<file path="src/rtl/next_pc_gen.sv">
// Next-PC generator: sequential/predicted fetch issue, in-order prediction queue,
// branch-cache update and mispredict/exception redirect.
module next_pc_gen #(
   parameter logic [31:0] RESET_PC = 32'h0000_0000,
   parameter int          PQ_DEPTH = 4
) (
   input  logic        iCLOCK,
   input  logic        inRESET,
   input  logic        iFLUSH,
   input  logic [31:0] iFLUSH_ADDR,
   output logic        oFETCH_REQ,
   output logic [31:0] oFETCH_ADDR,
   input  logic        iFETCH_BUSY,
   output logic        oBC_SEARCH_STB,
   output logic [31:0] oBC_SEARCH_ADDR,
   input  logic        iBC_SEARCH_HIT,
   input  logic        iBC_PREDICT_BRANCH,
   input  logic [31:0] iBC_SEARCH_ADDR,
   output logic        oBC_JUMP_STB,
   output logic        oBC_JUMP_HIT,
   output logic [31:0] oBC_JUMP_ADDR,
   output logic [31:0] oBC_JUMP_INST_ADDR,
   output logic        oBC_FLUSH,
   input  logic        iEXE_VALID,
   input  logic        iEXE_BRANCH,
   input  logic        iEXE_TAKEN,
   input  logic [31:0] iEXE_TARGET,
   output logic        oPIPE_FLUSH
);

   localparam logic [0:0] ST_RUN      = 1'b0;
   localparam logic [0:0] ST_REDIRECT = 1'b1;

   logic [0:0]  r_state;
   logic [31:0] r_pc;

   // Prediction queue: one entry per issued fetch, retired in program order.
   logic [31:0] r_q_pc [0:PQ_DEPTH-1];
   logic        r_q_pt [0:PQ_DEPTH-1];
   logic [31:0] r_q_pa [0:PQ_DEPTH-1];
   logic [1:0]  r_wptr;
   logic [1:0]  r_rptr;
   logic [2:0]  r_count;

   logic        r_jump_stb;
   logic        r_jump_hit;
   logic [31:0] r_jump_addr;
   logic [31:0] r_jump_inst;
   logic        r_pipe_flush;

   logic        w_full;
   logic        w_empty;
   logic        w_issue;
   logic        w_pred_taken;
   logic [31:0] w_seq_pc;
   logic        w_pop;
   logic [31:0] w_head_pc;
   logic        w_head_pt;
   logic [31:0] w_head_pa;
   logic        w_mispredict;
   logic        w_update;
   logic [31:0] w_redirect_pc;

   assign w_full  = (r_count == 3'(PQ_DEPTH));
   assign w_empty = (r_count == 3'd0);

   // Gating with inRESET keeps the request strobes low for the whole reset window.
   assign w_issue      = inRESET & (r_state == ST_RUN) & ~iFETCH_BUSY & ~w_full;
   assign w_pred_taken = iBC_SEARCH_HIT & iBC_PREDICT_BRANCH;
   assign w_seq_pc     = w_pred_taken ? iBC_SEARCH_ADDR : (r_pc + 32'd4);

   assign w_pop     = iEXE_VALID & ~w_empty;
   assign w_head_pc = r_q_pc[r_rptr];
   assign w_head_pt = r_q_pt[r_rptr];
   assign w_head_pa = r_q_pa[r_rptr];

   assign w_mispredict = w_pop &
                         ((iEXE_BRANCH & (iEXE_TAKEN != w_head_pt)) |
                          (iEXE_BRANCH & iEXE_TAKEN & (iEXE_TARGET != w_head_pa)) |
                          (~iEXE_BRANCH & w_head_pt));

   assign w_update      = w_pop & iEXE_BRANCH & ~iFLUSH;
   assign w_redirect_pc = (iEXE_TAKEN & iEXE_BRANCH) ? iEXE_TARGET : (w_head_pc + 32'd4);

   assign oFETCH_REQ         = w_issue;
   assign oFETCH_ADDR        = r_pc;
   assign oBC_SEARCH_STB     = w_issue;
   assign oBC_SEARCH_ADDR    = r_pc;
   assign oBC_JUMP_STB       = r_jump_stb;
   assign oBC_JUMP_HIT       = r_jump_hit;
   assign oBC_JUMP_ADDR      = r_jump_addr;
   assign oBC_JUMP_INST_ADDR = r_jump_inst;
   assign oBC_FLUSH          = iFLUSH;
   assign oPIPE_FLUSH        = r_pipe_flush;

   // Entry payload needs no reset: pointers and count define which entries are live.
   always_ff @(posedge iCLOCK) begin
      if (w_issue) begin
         r_q_pc[r_wptr] <= r_pc;
         r_q_pt[r_wptr] <= w_pred_taken;
         r_q_pa[r_wptr] <= iBC_SEARCH_ADDR;
      end
   end

   always_ff @(posedge iCLOCK or negedge inRESET) begin
      if (!inRESET) begin
         r_jump_stb  <= 1'b0;
         r_jump_hit  <= 1'b0;
         r_jump_addr <= 32'h0;
         r_jump_inst <= 32'h0;
      end else begin
         r_jump_stb <= w_update;
         if (w_update) begin
            r_jump_hit  <= ~iEXE_TAKEN;
            r_jump_addr <= iEXE_TARGET;
            r_jump_inst <= w_head_pc;
         end
      end
   end

   // Exception flush has priority over a mispredict resolved in the same cycle.
   always_ff @(posedge iCLOCK or negedge inRESET) begin
      if (!inRESET) begin
         r_state      <= ST_RUN;
         r_pc         <= RESET_PC;
         r_wptr       <= 2'd0;
         r_rptr       <= 2'd0;
         r_count      <= 3'd0;
         r_pipe_flush <= 1'b0;
      end else begin
         r_pipe_flush <= 1'b0;
         if (iFLUSH) begin
            r_pc    <= iFLUSH_ADDR;
            r_wptr  <= 2'd0;
            r_rptr  <= 2'd0;
            r_count <= 3'd0;
            r_state <= ST_REDIRECT;
         end else if (w_mispredict) begin
            r_pc         <= w_redirect_pc;
            r_wptr       <= 2'd0;
            r_rptr       <= 2'd0;
            r_count      <= 3'd0;
            r_pipe_flush <= 1'b1;
            r_state      <= ST_REDIRECT;
         end else begin
            r_state <= ST_RUN;
            if (w_issue) begin
               r_pc   <= w_seq_pc;
               r_wptr <= r_wptr + 2'd1;
            end
            if (w_pop) begin
               r_rptr <= r_rptr + 2'd1;
            end
            case ({w_issue, w_pop})
               2'b10:   r_count <= r_count + 3'd1;
               2'b01:   r_count <= r_count - 3'd1;
               default: r_count <= r_count;
            endcase
         end
      end
   end

`ifndef SYNTHESIS
   a_count_bound : assert property (@(posedge iCLOCK) disable iff (!inRESET)
      r_count <= 3'(PQ_DEPTH));
   a_no_issue_in_redirect : assert property (@(posedge iCLOCK) disable iff (!inRESET)
      (r_state == ST_REDIRECT) |-> !oFETCH_REQ);
   a_redirect_one_cycle : assert property (@(posedge iCLOCK) disable iff (!inRESET)
      (r_state == ST_REDIRECT && !iFLUSH) |=> (r_state == ST_RUN));
   a_pipe_flush_pulse : assert property (@(posedge iCLOCK) disable iff (!inRESET)
      oPIPE_FLUSH |=> !oPIPE_FLUSH);
`endif

endmodule

</file>
<file path="config.mk">
export PLATFORM = sky130hd
export DESIGN_NAME = next_pc_gen
export DESIGN_NICKNAME = d
export VERILOG_FILES = /design/src/rtl/next_pc_gen.sv
export SDC_FILE = /design/constraint.sdc
export NUM_CORES = 1
export LEC_CHECK = 0
export ABC_AREA = 1
export CAP_MARGIN = 5
export CORE_MARGIN = 10
export CORE_UTILIZATION = 50
export DETAILED_ROUTE_END_ITERATION = 10
export PLACE_DENSITY = 0.82
export SYNTH_ARGS = -nofsm -noshare
export SYNTH_HDL_FRONTEND = slang
export SYNTH_SLANG_ARGS = --single-unit
export TNS_END_PERCENT = 5
</file>
<file path="constraint.sdc">
create_clock -name iCLOCK -period 4 [get_ports iCLOCK]
set_input_delay 0.6 -clock iCLOCK [delete_from_list [all_inputs] [get_ports iCLOCK]]
set_output_delay 0.6 -clock iCLOCK [all_outputs]
set_load 0.005 [all_outputs]
</file>
==> metrics.md <==
| Metric | Value |
|---|---|
| Worst path max stage delay | 470 ps |
| Pwr Total | 14500 uW |
| Syn nets | 2146 |
| Part of the Yosys area used for sequential elements | 0.581 |
| Io pins | 239 |
| Final Critical Period | 3430 ps |
| First DRT Iteration DRCs | 1893 |
| Global-route wire length before repair | 94500 um |
| Largest net degree at the start of global routing | 115 |
| Root Driver | clkbuf_16 |
| Initial core utilization | 0.508 |
| Deepest clock path buffer count | 3 |
| Average routed wire per standard cell | 23.0 um |
| IO buf count | 238 |
| Fraction of final layout cells with drive strength greater than 1 | 0.0560 |
| Worst setup skew after layout | 32.9 ps |
| Die height | 210 um |
| Number of routed nets with antenna violations | 0 |
| Hold Fails Final Rpt | 0 |
| Number of max-slew violations in the final report | 0 |
| Power per unit of standard cell area | 663 mW/mm^2 |
| Placement-stage worst setup slack | 660 ps |
| Run status | finished, final reports clean |
| Global-route usage over all layers | 0.278 |
| Clock transition at the register clock pins on the worst setup and hold paths after CTS | 70 ps |
| Layout overhead on the synthesized area | 21.3% |
| Overflow left after global routing | 0 |
| Avg Synthesized Cell Area | 8.88 um^2 |
| Floorplan row count | 69 |
| CP Max Fanout | 50 |
| WS Path Type | flop to flop |
| Yosys synthesis warning count | 0 |
| Final number of setup-violating endpoints | 0 |
| Vias per cell | 5.71 |
| CORE AREA | 0.0356 mm^2 |
| Worst EP required | 4480 ps |
| Highest Clock Rate | 292 MHz |
| Worst-skew pair later-pin latency | 550 ps |
| Die width | 210 um |
| TritonCTS clock tree | done |
| Router iterations before antenna repair | 6 |
| Endpoint arrival time on the critical path | 3910 ps |
| Worst-path cell with the longest stage delay | inv_4 |
| RSZ-0062 raised after global routing | false |
| Post-synthesis register bit count | 367 |
| Count of antenna diodes in the layout | 0 |
| Number of synthesized flops with an enable pin | 260 |
| Most common cell after layout, fill and taps aside | nand2_1 |
| Relative slew margins | 0.298 |
| Commonest cells after routing, fill and taps aside | 715 x nand2_1, 260 x edfxtp_1, 237 x clkdlybuf4s50_1 |
| Number of gates resized after CTS | 0 |
| Max_cap viols | 0 |
| Number of buffers inserted by post-CTS setup repair | 0 |
| Standby leakage power | 0.00916 uW |
| Hold Path Class | primary input to async pin |
| Total die area | 0.0441 mm^2 |
| Cell area after synthesis | 0.0181 mm^2 |
| Slew of the pin with the lowest slew margin | 1050 ps |
| Number of H-tree levels | 2 |
| Total DRC errors in the routed layout | 0 |
| Most frequent cell on the critical path | nor2_1 |
| Gate count after technology mapping | 2033 |
| Count of filler cells inserted in the layout | 2955 |
| Period utilization | 0.857 |
| Clock Sinks | 367 |
| Antenna violations before repair | 1 |
| Weighted congestion at the end of routability-driven global placement | 0.975 |
| Count of different cell masters after synthesis | 45 |
| DR vias | 15481 |
| Dominant synthesized flop cell | edfxtp_1 |
| Kind of capture point of the worst setup path | flop |
| Num CTS Buffers | 38 |
| Crit start category | flop |
| Number of global-route vias before repair | 15169 |
| Final WS setup | 573 ps |
| Net total in the final layout | 2334 |
| Routed Wire Length | 62500 um |
| Post-synth ARST share | 0.292 |
| Hpwl dp | 44200 um |
| Worst vdd ir | 0.452 mV |
| Number of buffers inserted by hold repair at cts | 0 |
| Total buffers and inverters traversed by the critical path | 2 |
| Crit-path leading delay family | simple AND/OR/NAND/NOR gates |
| Worst-path cell chain | inv_4 > o211ai_1 > nand2_2 > ha_1 > inv_1 > nor2_1 > nand2_1 > nor2_1 > a21oi_1 > nor3_1 > a21oi_1 > o21ai_0 > nor2_1 > nor2_1 |
-- kinds of logic after synthesis --
kind of cell	after synthesis	synth area share
xor gates and xnor gates	29	0.0141
and+or+nand+nor	1188	0.275
DFF	367	0.581
buffers and inverters	263	0.0713
muxes	3	0.00166
AOI/OAI and AO/OA	175	0.0514
adders and majority gates	8	0.00596
-- final timing paths --
path | startpoint | slack [ps] | endpoint | cells after the start
max reg2reg | r_rptr[1] | 570 | oBC_SEARCH_ADDR[8] | 14
min | inRESET | 260 | oBC_SEARCH_ADDR[20] | 2
max in group asynchronous | inRESET | 2240 | oBC_JUMP_INST_ADDR[3] | 3
min in group iCLOCK | oBC_JUMP_ADDR[26] | 480 | oBC_JUMP_ADDR[26] | 2
max | r_rptr[1] | 570 | oBC_SEARCH_ADDR[8] | 14
min reg2reg | oBC_JUMP_ADDR[26] | 480 | oBC_JUMP_ADDR[26] | 2
-- sequential cells by signal (all words and copies together), names as in the netlist, 2 cells and up --
name	count
r_q_pc	128
r_rptr	2
oBC_JUMP_ADDR	32
oBC_JUMP_INST_ADDR	32
r_q_pa	128
r_q_pt	4
r_wptr	2
oBC_SEARCH_ADDR	32
r_count	3
-- routing by layer --
| metal | GRT usage | routed length [um] |
|---|---|---|
| met1 | 0.363 | 24400 |
| met2 | 0.448 | 29500 |
| met4 | 0.107 | 2350 |
| met5 | 0 | 0 |
| met3 | 0.0568 | 6230 |
-- per-stage QoR --
stage | std cells | area (um^2) | hold slack, ps | utilization | TNS, ps
global placement | 2642 | 20600 | 464 | 0.580 | 0
floorplan | 2033 | 18100 | 304 | - | -74660
detailed placement | 2642 | 20600 | 465 | 0.580 | 0
global route | 2710 | 21900 | 302 | 0.616 | 0
CTS | 2710 | 21900 | 272 | 0.616 | 0
finish | 2710 | 21900 | 263 | 0.616 | 0
-- worst register-to-register path, delay by kind of cell, from the launching register on --
kind / cells / cell delay (ps)
AOI/OAI and AO/OA: 4 / 660
buffers and inverters: 2 / 530
DFF: 1 / 440
and+or+nand+nor: 7 / 1530
adders and majority gates: 1 / 210
-- where the power goes --
part           internal, uW  switching, uW
Sequential             4740            721
Clock                  2210           1470
Combinational          2140           3240
-- Yosys cell counts (4+ instances only) --
cell type,number,area (um^2)
nand3_2,4,40.0
buf_4,47,353
nor4_1,5,31.3
inv_1,129,484
o21ai_0,117,586
a21oi_1,23,115
nand3b_1,4,30.0
nor2_2,7,43.8
dfrtp_1,107,2680
o211ai_1,10,75.1
buf_1,4,15.0
buf_2,30,150
buf_6,9,101
o21ai_1,10,50.1
a31oi_1,7,43.8
or2_0,4,25.0
nand2_2,6,37.5
nor2_1,176,661
clkbuf_1,32,120
inv_2,7,26.3
edfxtp_1,260,7810
ha_1,7,87.6
nor3_1,15,75.1
xor2_1,23,201
xnor2_1,6,52.6
nand2_1,715,2680
nand3_1,220,1100
nand4_1,22,138
-- final cells by class --
cell class / count / area [um^2] / share of cell area
inverters: 140 / 533 / 0.0243
repair buffers: 271 / 2700 / 0.123
clock buffers: 55 / 1090 / 0.0496
clock inverters: 13 / 193 / 0.00880
flip-flops and latches: 367 / 10500 / 0.479
well taps: 461 / 577 / 0.0263
multi-input cells: 1403 / 6320 / 0.289
(Power assumes the default switching activity.)
